**src/rtl/updown_counter_param.sv**
```systemverilog
// updown_counter_param: loadable up/down counter with modulus, wrap/saturate, sticky flags
// clk, reset (async, active-high), en, load, ud (1=up), data_in, clr_flags
//   -> data_out, tc (combinational), wrap_pulse, ovf_flag, unf_flag
module updown_counter_param #(
    parameter int unsigned WIDTH     = 8,
    parameter int unsigned MAX_COUNT = (1 << WIDTH) - 1,
    parameter bit          SATURATE  = 1'b0
) (
    input  logic             clk,
    input  logic             reset,
    input  logic             en,
    input  logic             load,
    input  logic             ud,
    input  logic [WIDTH-1:0] data_in,
    input  logic             clr_flags,
    output logic [WIDTH-1:0] data_out,
    output logic             tc,
    output logic             wrap_pulse,
    output logic             ovf_flag,
    output logic             unf_flag
);
    localparam logic [WIDTH-1:0] MAX = MAX_COUNT[WIDTH-1:0];
    logic             at_max, at_min, up_evt, dn_evt;
    logic [WIDTH-1:0] cnt_nxt;
    always_comb begin
        at_max  = data_out == MAX;
        at_min  = data_out == '0;
        up_evt  = !load && en && ud && at_max;
        dn_evt  = !load && en && !ud && at_min;
        cnt_nxt = load    ? ((data_in > MAX) ? MAX : data_in) :
                  !en     ? data_out :
                  up_evt  ? (SATURATE ? MAX : '0) :
                  dn_evt  ? (SATURATE ? '0 : MAX) :
                  ud      ? data_out + 1'b1 : data_out - 1'b1;
        tc      = ud ? at_max : at_min;
    end
    always_ff @(posedge clk or posedge reset) begin
        if (reset) begin
            data_out   <= '0;
            wrap_pulse <= 1'b0;
            ovf_flag   <= 1'b0;
            unf_flag   <= 1'b0;
        end else begin
            data_out   <= cnt_nxt;
            wrap_pulse <= up_evt || dn_evt;
            // a boundary event in the clearing cycle keeps the flag set
            ovf_flag   <= up_evt || (ovf_flag && !clr_flags);
            unf_flag   <= dn_evt || (unf_flag && !clr_flags);
        end
    end
endmodule

```
**config.mk**
```make
export PLATFORM = sky130hd
export DESIGN_NAME = updown_counter_param
export DESIGN_NICKNAME = d
export VERILOG_FILES = /design/src/rtl/updown_counter_param.sv
export SDC_FILE = /design/constraint.sdc
export NUM_CORES = 1
export LEC_CHECK = 0
export BUFFER_PORTS_ARGS = -buffer_cell sky130_fd_sc_hd__buf_4
export CAP_MARGIN = 20
export CORE_MARGIN = 3
export CORE_UTILIZATION = 50
export DETAILED_ROUTE_END_ITERATION = 8
export PLACE_DENSITY = 0.8
export SYNTH_ARGS = -nofsm -noshare
export SYNTH_HDL_FRONTEND = slang
export SYNTH_SLANG_ARGS = --single-unit
```
**constraint.sdc**
```tcl
create_clock -name clk -period 2.4 [get_ports clk]
set_input_delay 0.6 -clock clk [delete_from_list [all_inputs] [get_ports clk]]
set_output_delay 0.6 -clock clk [all_outputs]
set_load 0.02 [all_outputs]
```
==> metrics list <==
- Clock tree skew after final layout: roughly 0.00064 ns
* # Post-CTS Setup Buffers: 0
* Clk network pwr share: 18.1%
* Sequential element share of the synthesized area: between 30% and 40%
- Synth warn: 0
- Ys async rst share: 100%
- Summing every instance area after synthesis gives around 900 um2.
- Critical path required time: 1.80 ns
- Max-cap violations in this run came to 0.
- Setup violations remaining at the end of the flow were counted as 0.
- Post-cts hold buffer count: 0
* Synthesis-to-layout area growth: 24.2%
- Worst R2R End: data_out[6]
- For the worst setup path, the data arrival time is 1.56 ns.
- The total count of max-transition violations in the final report is 0.
- Routability-driven placement finished with a final weighted congestion of 0.843.
- In this run, the number of DRC markers left after iteration 0 of detailed routing was 21.
- Antenna violations before repair: 0
* Vias per Instance: 5.63
* Buffers added on ports: 25
* Clock tree from TritonCTS: done
* Fraction of power consumed by combinational cells: 46.3%
- Setup total negative slack on the finished layout was measured at 0 ns.
* Total inserted antenna cells: 0
* WL met2: between 1 and 1.5 mm
- Derived from the worst setup path, the maximum achievable clock frequency is 464 MHz.
- Largest fanout on the critical path: 5
- After legalization and detailed placement, the total HPWL measured 1.71 mm.
- Antenna-violating nets left: 0
* Die Width: approximately 48 um
- Clock-pin slew was measured on the worst setup and hold paths at 0.07 ns.
* Filler Cell Count: approximately 140
* Element type at the critical path end: primary output
- For this run, design rule violations remaining after detail routing come to 0.
- Most frequent standard cell in the layout excluding fill and tap cells: buf_4
- Traced cell by cell, the critical path runs through nor4_2 -> nand3_1 -> nand2_1 -> buf_4.
- STA classifies the critical path startpoint as a register.
- Length of routed met3 wiring: between 150 and 200 um
- The critical path is of the reg2out type.
- Once the floorplan was initialized, standard cells occupied 56.5% of the core.
* #FFs+latches synth: 11
- Crit path max-delay cell type: dfrtp_1
- In this run the worst hold path is classified as in2async.
- Hold Fails Final Rpt: 0
- The die covers 2350 um2.
* Total internal power: 0.437 mW
* Min cycle time layout: 2.16 ns
- The floorplan has 14 rows.
- Overall routing resource usage: 20.1%
- For this run, the detailed router's first-pass iteration total came to 4.
- Number of distinct library cell variants in the gate-level netlist after synthesis: 34
- Post-cts resize count: 0
- Clock latency of the later-clocked register in the worst-skew pair: 0.27 ns
- In the synthesized netlist the dominant register cell turns out to be dfrtp_1.
- Summed over all nets, the switching power comes to 0.283 mW.
- Highest metal layer with signal wires: met4
- Delay of the slowest critical-path stage: 0.45 ns
- CTS built an H-tree with a depth of 1.
- Final Power: between 0.7 and 0.8 mW
- Most used cells in the layout excluding fill and tap cells: buf_4, a21oi_1, dfrtp_1
- Dividing the final minimum period by the clock period gives roughly 90%.
- Via count: 867
- Setup slack of the worst register-to-register path: around 0.45 ns
* Share of total power in sequential cells: a little over a third
- CTS buffer count: 3
- Maximum buffer depth of the clock tree: 2
* Num ports: 26
- Dividing the detail-routed wire length by the instance count gives 14.2 um.
- Die boundary height: slightly below 50 um
- Combined flip-flop and latch cell area: 275 um2
- Maximum number of pins on one net before global-route repair: 19
- The number of global-route vias before repair is 845.
- The floorplan step defined a core boundary enclosing 1590 um2.
- First-pass GRT wire length: 3.71 mm
- The post-route netlist has 28.5% of its cells at a drive strength greater than 1.
- CP delay by family, top: simple AND/OR/NAND/NOR gates
- In this run the critical register-to-register path is launched from data_out[0].
* Met1 wire length: 830 um
* Pwr dens: ~640 nW/um2
- Synthesis handed over a netlist of 104 instances.
- Sinks on the clock net: 11
- Setup repair after global routing missed its margin: no
- Wire length reported by the detailed router: 2.19 mm
* # nets final: approximately 150
- In the final layout, the multi-input gates occupy 577 um2.
* Count of flip-flops with a built-in enable after synthesis: 0
- Average cell area after synthesis: 8.66 um2
- Synthesized netlist net count: 125
- Worst reg-to-reg path cell count: 7
- The run finished with clean final reports.
- Normalized max-slew margin: 70.3%
- In this run switching power makes up about two fifths of total power.
- Worst supply voltage drop on vdd: 0.401 mV
- Total leakage power: 0.501 nW
* Critical path buffer and inverter count: 1
- GRT Residual Overflow: 0
- Master cell of the clock root buffer: clkbuf_4
- At the pin with the least slew margin, the transition time is 0.445 ns.
==> power groups by stage <==
stage,clock [mW],sequential [mW],combinational (mW)
floorplan,0,0.280,0.206
global placement,0,0.258,0.322
detailed placement,0,0.259,0.332
CTS,0.135,0.255,0.334
global route,0.145,0.261,0.371
finish,0.130,0.256,0.333
==> Yosys cell counts, types with 2 or more instances <==
cell type | n | area [um2]
nor3b_1 | 6 | 45.0
buf_6 | 2 | 22.5
nand2b_1 | 2 | 12.5
o22ai_1 | 3 | 18.8
inv_1 | 6 | 22.5
a21oi_1 | 14 | 70.1
xnor2_1 | 4 | 35.0
or2b_1 | 2 | 15.0
nor2b_1 | 2 | 12.5
nor3_1 | 3 | 15.0
ha_1 | 6 | 75.1
nand3_1 | 3 | 15.0
dfrtp_1 | 11 | 275
nand2_1 | 6 | 22.5
nor2_1 | 7 | 26.3
o21ai_0 | 9 | 45.0
==> worst max path at each step <==
stage	startpoint	end	slack, ns	depth (start not counted)
3_5_place_dp	ud	data_out[7]	0.18	8
3_3_place_gp	ud	data_out[7]	0.23	8
6_report	data_out[3]	tc	0.24	4
5_1_grt	data_out[3]	tc	0.13	4
2_1_floorplan	ud	data_out[7]	0.44	7
4_1_cts	data_out[3]	tc	0.24	4
==> cell type report <==
type,instances,area share (%)
multi-input combinational,84,51.6
inverter,6,2.01
clock buffer,4,2.35
timing repair buffer,25,16.8
sequential,11,24.6
tap,24,2.68
==> logic make-up (layout without fill, tap and decap cells) <==
family / count (synthesis) / in the layout / synth area share, %
simple gates: 41 / 41 / 28.5
flops: 11 / 11 / 30.6
buf+inv: 9 / 35 / 5.42
fa+ha+maj: 7 / 7 / 10.6
xor+xnor: 4 / 4 / 3.89
mux: 1 / 1 / 1.25
compound gates: 31 / 31 / 19.9
==> state kept, by name (all words and copies together), names as in the netlist <==
name	cells
data_out	8
ovf_flag	1
unf_flag	1
wrap_pulse	1
==> per-stage QoR <==
step | util, % | cell area, um2 | hold slack (ns) | setup slack [ns] | cells
5_1_grt | 70.2 | 1120 | 0.344 | 0.126 | 154
3_5_place_dp | 68.5 | 1090 | 0.545 | 0.178 | 150
6_report | 70.2 | 1120 | 0.324 | 0.243 | 154
2_1_floorplan | - | 901 | 0.452 | 0.444 | 104
4_1_cts | 70.2 | 1120 | 0.335 | 0.242 | 154
3_3_place_gp | 68.5 | 1090 | 0.521 | 0.229 | 150
==> worst reg2reg max path: cells and delay by family, from the launching register on <==
family | cells | cell delay, ns
flops | 1 | 0.49
fa+ha+maj | 1 | 0.44
simple gates | 2 | 0.29
compound gates | 2 | 0.29
mux | 1 | 0.27
buf+inv | 1 | 0.10
==> per-layer routing <==
metal | up-vias | global-route usage, %
met1 | 405 | 21.4
met3 | 4 | 6.75
met4 | 0 | 5.69
met2 | 34 | 37.6
li1 | 424 | -
met5 | - | 0
Power figures use the tool's default switching activity.
